==> src/rtl/wqe_dispatcher.sv <==
// WQE dispatcher: pops work-queue entries and programs the read/write DMA descriptor slaves.
// Optional per-WQE statistics counters are enabled with `define WQE_DISPATCH_STATS_EN.
module wqe_dispatcher #(
  parameter logic [4:0] OP_READ  = 5'd0,
  parameter logic [4:0] OP_WRITE = 5'd1
) (
  input  logic         clock,
  input  logic         reset,
  input  logic [115:0] fifoData,
  input  logic         fifoEmpty,
  output logic         fifoPop,
  output logic         RdDCSChipSelect_o,
  output logic         RdDCSWrite_o,
  output logic [7:0]   RdDCSAddress_o,
  output logic [31:0]  RdDCSWriteData_o,
  output logic [3:0]   RdDCSByteEnable_o,
  input  logic         RdDCSWaitRequest_i,
  output logic         WrDCSChipSelect_o,
  output logic         WrDCSWrite_o,
  output logic [7:0]   WrDCSAddress_o,
  output logic [31:0]  WrDCSWriteData_o,
  output logic [3:0]   WrDCSByteEnable_o,
  input  logic         WrDCSWaitRequest_i,
  output logic         busy,
  output logic         wqeDone,
  output logic         wqeError
`ifdef WQE_DISPATCH_STATS_EN
  ,
  output logic [15:0]  dispatchCount,
  output logic [15:0]  errorCount
`endif
);

  localparam int unsigned LEN_W  = 9;
  localparam int unsigned BLEN_W = 11;
  localparam int unsigned NSEG   = 4;

  typedef enum logic [2:0] {
    S_IDLE, S_DECODE, S_SEG, S_W0, S_W1, S_W2, S_W3, S_NEXT
  } state_t;

  state_t                      state_q, state_d;
  logic [4:0]                  opcode_q;
  logic [2:0]                  data_num_q;
  logic [7:0]                  tid_q;
  logic [NSEG-1:0][LEN_W-1:0]  len_q;
  logic [63:0]                 addr_q;
  logic [1:0]                  seg_q;
  logic [1:0]                  last_q;
  logic                        is_wr_q;
  logic                        done_q, done_d;
  logic                        error_q, error_d;

  logic                        fifo_pop;
  logic                        dec_err;
  logic                        any_len;
  logic [1:0]                  dec_last;
  logic [LEN_W-1:0]            seg_len;
  logic [BLEN_W-1:0]           byte_len;
  logic                        wait_sel;
  logic                        wr_en;
  logic [7:0]                  wr_addr;
  logic [31:0]                 wr_data;
  logic                        rd_sel, wr_sel;

  // No pop while reset is held or in the cycle a WQE retires, so the next pop follows the pulse.
  assign fifo_pop = (state_q == S_IDLE) & ~fifoEmpty & ~reset & ~done_q & ~error_q;
  assign fifoPop  = fifo_pop;
  assign busy     = (state_q != S_IDLE);
  assign wqeDone  = done_q;
  assign wqeError = error_q;

  assign seg_len  = len_q[seg_q];
  assign byte_len = {seg_len, 2'b00};
  assign wait_sel = is_wr_q ? WrDCSWaitRequest_i : RdDCSWaitRequest_i;

  // Entry validation and index of the last non-empty segment.
  always_comb begin
    any_len  = 1'b0;
    dec_last = 2'd0;
    for (int i = 0; i < int'(NSEG); i++) begin
      if ((3'(i) < data_num_q) && (len_q[i] != '0)) begin
        any_len  = 1'b1;
        dec_last = 2'(i);
      end
    end
    dec_err = ((opcode_q != OP_READ) && (opcode_q != OP_WRITE)) ||
              (data_num_q == 3'd0) || (data_num_q > 3'd4) || !any_len;
  end

  always_ff @(posedge clock or posedge reset) begin
    if (reset) state_q <= S_IDLE;
    else       state_q <= state_d;
  end

  always_comb begin
    state_d = state_q;
    done_d  = 1'b0;
    error_d = 1'b0;
    wr_en   = 1'b0;
    wr_addr = 8'h00;
    wr_data = 32'h0;
    case (state_q)
      S_IDLE:   if (fifo_pop) state_d = S_DECODE;
      S_DECODE: begin
        if (dec_err) begin
          error_d = 1'b1;
          state_d = S_IDLE;
        end else begin
          state_d = S_SEG;
        end
      end
      S_SEG:    state_d = (seg_len == '0) ? S_NEXT : S_W0;
      S_W0: begin
        wr_en   = 1'b1;
        wr_addr = 8'h00;
        wr_data = addr_q[31:0];
        if (!wait_sel) state_d = S_W1;
      end
      S_W1: begin
        wr_en   = 1'b1;
        wr_addr = 8'h04;
        wr_data = addr_q[63:32];
        if (!wait_sel) state_d = S_W2;
      end
      S_W2: begin
        wr_en   = 1'b1;
        wr_addr = 8'h08;
        wr_data = {tid_q, 2'b00, seg_q, 9'd0, byte_len};
        if (!wait_sel) state_d = S_W3;
      end
      S_W3: begin
        wr_en   = 1'b1;
        wr_addr = 8'h0C;
        wr_data = {1'b1, 30'd0, (seg_q == last_q)};
        if (!wait_sel) state_d = S_NEXT;
      end
      S_NEXT: begin
        if (seg_q == last_q) begin
          done_d  = 1'b1;
          state_d = S_IDLE;
        end else begin
          state_d = S_SEG;
        end
      end
      default:  state_d = S_IDLE;
    endcase
  end

  // Entry fields, segment cursor and running address.
  always_ff @(posedge clock or posedge reset) begin
    if (reset) begin
      opcode_q   <= '0;
      data_num_q <= '0;
      tid_q      <= '0;
      len_q      <= '0;
      addr_q     <= '0;
      seg_q      <= '0;
      last_q     <= '0;
      is_wr_q    <= 1'b0;
      done_q     <= 1'b0;
      error_q    <= 1'b0;
    end else begin
      done_q  <= done_d;
      error_q <= error_d;
      if (fifo_pop) begin
        opcode_q   <= fifoData[115:111];
        data_num_q <= fifoData[110:108];
        tid_q      <= fifoData[107:100];
        len_q[0]   <= fifoData[99:91];
        len_q[1]   <= fifoData[90:82];
        len_q[2]   <= fifoData[81:73];
        len_q[3]   <= fifoData[72:64];
        addr_q     <= fifoData[63:0];
        is_wr_q    <= (fifoData[115:111] == OP_WRITE);
      end
      if (state_q == S_DECODE) begin
        seg_q  <= 2'd0;
        last_q <= dec_last;
      end
      if (state_q == S_NEXT) begin
        addr_q <= addr_q + 64'(byte_len);
        if (seg_q != last_q) seg_q <= seg_q + 2'd1;
      end
    end
  end

  assign rd_sel = wr_en & ~is_wr_q;
  assign wr_sel = wr_en &  is_wr_q;

  assign RdDCSChipSelect_o = rd_sel;
  assign RdDCSWrite_o      = rd_sel;
  assign RdDCSAddress_o    = rd_sel ? wr_addr : 8'h00;
  assign RdDCSWriteData_o  = rd_sel ? wr_data : 32'h0;
  assign RdDCSByteEnable_o = rd_sel ? 4'hF : 4'h0;

  assign WrDCSChipSelect_o = wr_sel;
  assign WrDCSWrite_o      = wr_sel;
  assign WrDCSAddress_o    = wr_sel ? wr_addr : 8'h00;
  assign WrDCSWriteData_o  = wr_sel ? wr_data : 32'h0;
  assign WrDCSByteEnable_o = wr_sel ? 4'hF : 4'h0;

`ifdef WQE_DISPATCH_STATS_EN
  // Saturating completion and drop counters.
  always_ff @(posedge clock or posedge reset) begin
    if (reset) begin
      dispatchCount <= '0;
      errorCount    <= '0;
    end else begin
      if (done_d && (dispatchCount != 16'hFFFF)) dispatchCount <= dispatchCount + 16'd1;
      if (error_d && (errorCount != 16'hFFFF))   errorCount    <= errorCount + 16'd1;
    end
  end
`endif

endmodule

==> config.mk <==
export PLATFORM = sky130hd
export DESIGN_NAME = wqe_dispatcher
export DESIGN_NICKNAME = d
export VERILOG_FILES = /design/src/rtl/wqe_dispatcher.sv
export SDC_FILE = /design/constraint.sdc
export NUM_CORES = 1
export LEC_CHECK = 0
export CORE_ASPECT_RATIO = 1.4
export CORE_MARGIN = 1
export CORE_UTILIZATION = 50
export DETAILED_ROUTE_END_ITERATION = 16
export HOLD_SLACK_MARGIN = 0.05
export PLACE_DENSITY = 0.82
export SKIP_LAST_GASP = 1
export SLEW_MARGIN = 20
export SYNTH_ARGS = -nofsm -noshare
export SYNTH_HDL_FRONTEND = slang
export SYNTH_SLANG_ARGS = --single-unit
==> constraint.sdc <==
create_clock -name clock -period 5.5 [get_ports clock]
set_input_delay 1.1 -clock clock [delete_from_list [all_inputs] [get_ports clock]]
set_output_delay 1.1 -clock clock [all_outputs]
set_load 0.03 [all_outputs]
; After elaboration in Yosys (flattened, before gate mapping)
; Cells that the tools add are included.
[word_totals]
register_bits = 126
latch_bits = 0
ram_bits = 0
romBits = 0
out_inout_bits = 96
word_cells = 107
mem_count = 0
[classes]
n_addsub = 2
n_mul = 0
n_div = 0
order_cmp = 6
n_eq_ne = 16
n_shift = 0
mux = 37
bitwise = 11
n_reduce_logical = 21
[op_table]
columns = operator, count
row1 = 64-bit 2-to-1 mux, 2
row2 = 32-bit case mux with 4 select lines, 1
row3 = 64-bit by 11-bit adder with 64-bit output, 1
row4 = 32-bit 2-to-1 mux, 2
row5 = 9-bit nonzero test, 4
row6 = 3-bit case mux with 8 select lines, 1
row7 = 9-bit binary-select mux with 2-bit select, 1
row8 = 3-bit 2-to-1 mux, 6
row9 = 8-bit 2-to-1 mux, 2
row10 = 2-bit 2-to-1 mux, 7
row11 = "3-bit == test, second input constant", 4
row12 = 4-bit case mux with 3 select lines, 1
row13 = 1-bit 2-to-1 mux, 11
row14 = "2-bit != test, second input constant", 5
row15 = 9-bit zero test, 1
row16 = 9-bit 2-to-1 mux, 1
row17 = 4-bit 2-to-1 mux, 2
row18 = 1-bit AND, 6
row19 = "3-bit by 2-bit == test with 1-bit output, second input constant", 2
row20 = 3-bit zero test, 2
row21 = "1-bit by 3-bit less-than comparator with 1-bit output, first input constant", 2
row22 = "2-bit by 3-bit less-than comparator with 1-bit output, first input constant", 2
row23 = "5-bit by 1-bit == test with 1-bit output, second input constant", 1
row24 = 1-bit logical AND, 5
row25 = other kinds (15), 21

; Longest topological paths before layout
[logic_depth]
ltp_word = 10
mapped_depth = 12
mapped_depth_nobuf = 9

; Worst setup path before layout
; OpenSTA, ideal clock, no wires.
[synth_path]
path_kind = input -> output
start = in fifoEmpty
end = out fifoPop
t_arrival_ps = 2475
slack_ps = 1925
cell_stages = 5
n_path_buf = 2
path_cell_list = nor4_1 > nand2_1 > inv_1 > clkbuf_1 > clkbuf_1
[synth_between]
elab_chain_cells = 5
[synth_lines]
columns = element, line_no
row1 = "start, declared", 10  ; input logic fifoEmpty,
row2 = 1-bit NOT, 67  ; assign fifo_pop = (state_q == S_IDLE) & ~fifoEmpty & ~reset & ~done_q & ~error_q;
row3 = 1-bit AND (4 in a row), 67
row4 = "end, declared", 11  ; output logic fifoPop,
; Every way passes these cells.

; Worst setup path after layout
[layout_path]
start = reg state_q[2]
end = out RdDCSWriteData_o[0]
[layout_between]
elab_chain_cells = 5
[layout_lines]
columns = element, line_no
row1 = "start, declared", 42  ; state_t state_q, state_d;
row2 = "start signal, assigned", 93  ; else state_q <= state_d;
row3 = 3-bit == test / 3-bit by 2-bit == test with 1-bit output (equally long branches), 103  ; case (state_q)
row4 = 4-bit OR reduction (no line), --
row5 = 1-bit 2-to-1 mux, 103
row6 = 1-bit AND, 188  ; assign rd_sel = wr_en & ~is_wr_q;
row7 = 32-bit 2-to-1 mux (*), 194  ; assign RdDCSWriteData_o = rd_sel ? wr_data : 32'h0;
row8 = "end, declared", 15  ; output logic [31:0] RdDCSWriteData_o,
; Mark *: on every way between the ends. The rest lies on a longest branch, timed or not.

==> impl_metrics.yaml <==
setup_path:
  worstPathArrival_ps: 3500
  start_kind: "register"
  worst-path-stages: 6
  path_class: "reg2out"
  end_kind: "output pin"
  critPathTopFamily: "simple AND/OR/NAND/NOR gates"
  path_cells: "and3b_1 -> a21oi_1 -> or2_2 -> inv_1 -> and2_1 -> clkdlybuf4s50_1"
  ff2ff_path_depth: 8
  max_stage_delay_ps: 890
  path_max_fanout: 28
  r2r_slack_ps: 1570
  critPathBufInv: 2
  cpMaxStageDelayCell: "dfrtp_1"
  crit_required_ps: 4400
  cp-startpoint: "state_q[2]"
  reg2reg_from: "seg_q[1]"
cts:
  cts_hold_buf: 0
  htree_levels: 4
  clockBufferDepth: 2
  ctsResizeCount: 0
  clk_pin_slew_ps: 60
  cts_buffers: 17
  cts_tree: "built"
  clock_latency_ps: 420
  post_cts_buffers: 0
  clock_sinks: 125
  cts_root_buf: "clkbuf_16"
routing:
  antenna_left: 0
  dr.pass1.iters: 6
  post_drt_wl_per_cell_um: 20.1
  wl_met1_um: 10200
  dr_wl_met3_um: 2700
  first_iter_violations: 798
  routed_wl_um: 27900
  viasPerCell: 6.29
  top_layer_used: "met4"
  wl_met2_um: 13600
  vias: 8755
  drc: 0
final_layout:
  layout_commonest_cell: "nand2_1"
  layout_common_cells: "236 x nand2_1, 204 x clkdlybuf4s50_1, 125 x dfrtp_1"
  multi_input_area_um2: 4690
  drive_gt1_share_pct: 6.54
  regArea_um2: 3130
  diodes: 0
  fin_nets: 1311
  area_growth_pct: 31.3
  fill_cells: 1367
  fin_area_um2: 10800
sta:
  period_minus_slack_ps: 4600
  finalSetupViolCount: 0
  fin_worst_skew_ps: 9.05
  max_slew_margin_pct: 32.3
  tightestPinTransition_ps: 1020
  tns_ps: 0
  max_freq_mhz: 218
  slew_violations: 0
  min_period_over_period_pct: 83.6
  rsz0062_at_grt: "no"
  hold_viol_final: 0
hold_path:
  hp-start: "addr_q[0]"
  min_path_type: "reg2reg"
  min_path_cells: 2
global_route:
  grt_pass1_vias: 8416
  grt_util_all_layers_pct: 33.1
  grt_overflow: 0
  antenna_found_initial: 0
  grt_pass1_wl_um: 44600
  grt_max_degree: 93
flow_run:
  drv_cap: 0
synthesis:
  synth_edf_count: 0
  synth_cell_types: 67
  syn_avg_cell_area_um2: 8.04
  async_reset_ff_share_pct: 100
  yosys_warnings: 0
  synth_cells: 1027
  yosysTopAreaCell: "dfrtp_1"
  synth_flop_cell: "dfrtp_1"
  ys_seq_area_share_pct: 37.9
  yosys_register_bits: 125
  syn_area_um2: 8260
  synthTopCellsByArea: "dfrtp_1 38%, nand2_1 11%, nor2_1 5.0%"
  synth_top_area_share_pct: 37.9
outcome:
  status: "finished, final reports clean"
floorplan:
  io_pins: 217
  initial_core_util_pct: 51.1
  dieWidth_um: 111
  core_um2: 16200
  die_h_um: 154
  rows: 55
  die-area_um2: 17000
placement:
  placed_area_um2: 10300
  hpwlAfterDp_um: 19400
  io_buffer_count: 204
  gp_congestion: 0.942
power:
  ir_worst_vdd_uv: 385
  power_density_nw_per_um2: 590
  cellLeakagePower_uw: 0.00453
[layer usage]
| metal | GRT usage (%) | up-vias |
|---|---|---|
| met1 | 39.9 | 4100 |
| met5 | 0 | - |
| li1 | - | 3970 |
| met2 | 55.1 | 559 |
| met4 | 17.1 | 0 |
| met3 | 7.69 | 126 |
[path summary, 6_finish.rpt]
check,to
setup reg to reg,addr_q[63]
hold / removal,addr_q[0]
hold reg to reg,addr_q[0]
min in group asynchronous,len_q[27]
max in group asynchronous,addr_q[10]
setup / recovery,RdDCSWriteData_o[0]
[sequential cells by signal (all words and copies together), names as in the netlist]
register    flops
last_q          2
data_num_q      3
len_q          36
wqeError        1
seg_q           2
is_wr_q         1
opcode_q        4
wqeDone         1
addr_q         64
state_q         3
tid_q           8
[kinds of logic after synthesis]
family                     share of synthesized area [%]
adders and majority gates                           1.61
DFF                                                 37.9
muxes                                               3.67
and+or+nand+nor                                     30.1
buffers and inverters                               5.97
xor gates and xnor gates                            1.80
AOI/OAI and AO/OA                                   18.9
other                                             0.0454
[report_power, final]
| part | total [uW] | internal, uW | switching [uW] |
|---|---|---|---|
| combinational | 3290 | 1300 | 1990 |
| clock | 1130 | 678 | 454 |
| sequential | 1970 | 1350 | 623 |
[area by class of cell]
class	instances	area share (%)
clock buffers	18	4.05
clock inverters	14	1.34
inverters	12	0.450
multi-input cells	807	43.3
flip-flops and latches	125	28.8
well taps	199	2.30
repair buffers	217	19.7
[worst register-to-register path: stages, from the launching register on]
cell and delay, ps:
dfrtp_1 750, mux4_2 670, ha_1 310, a21o_1 100, a21oi_1 170, o31a_1 600
nor4_1 850, and3_1 270, o21ai_0 90
[Yosys cell counts, types with 4 or more instances]
master	number
and2_1	10
nor4_1	22
a21o_1	8
buf_4	23
a22oi_1	48
nand2b_1	4
mux4_2	9
clkbuf_1	54
nor2_1	109
inv_1	12
a21oi_1	31
mux2i_1	10
a221o_1	8
o21ai_0	34
a22o_1	20
o31a_1	4
ha_1	9
o311ai_0	12
and3_1	20
or4_1	12
buf_2	6
nand2_1	237
xor2_1	4
o211ai_1	13
nor3b_1	4
buf_1	10
xnor2_1	13
or2_2	5
nand3_1	46
a31oi_1	4
nand4_1	16
and4_1	4
nor2b_1	10
dfrtp_1	125
nor3_1	19
[through the flow]
| stage | hold WS, ps | power [uW] | setup WS [ps] | instances | utilization (%) |
|---|---|---|---|---|---|
| 2_1_floorplan | 438 | 4100 | 1070 | 1038 | - |
| 3_3_place_gp | 458 | 5070 | 1230 | 1360 | 63.4 |
| 3_5_place_dp | 464 | 5160 | 1180 | 1360 | 63.4 |
| 4_1_cts | 480 | 6310 | 977 | 1392 | 67.0 |
| 5_1_grt | 505 | 6760 | 717 | 1392 | 67.0 |
| 6_report | 481 | 6390 | 902 | 1392 | 67.0 |
Power figures use the tool's default switching activity.
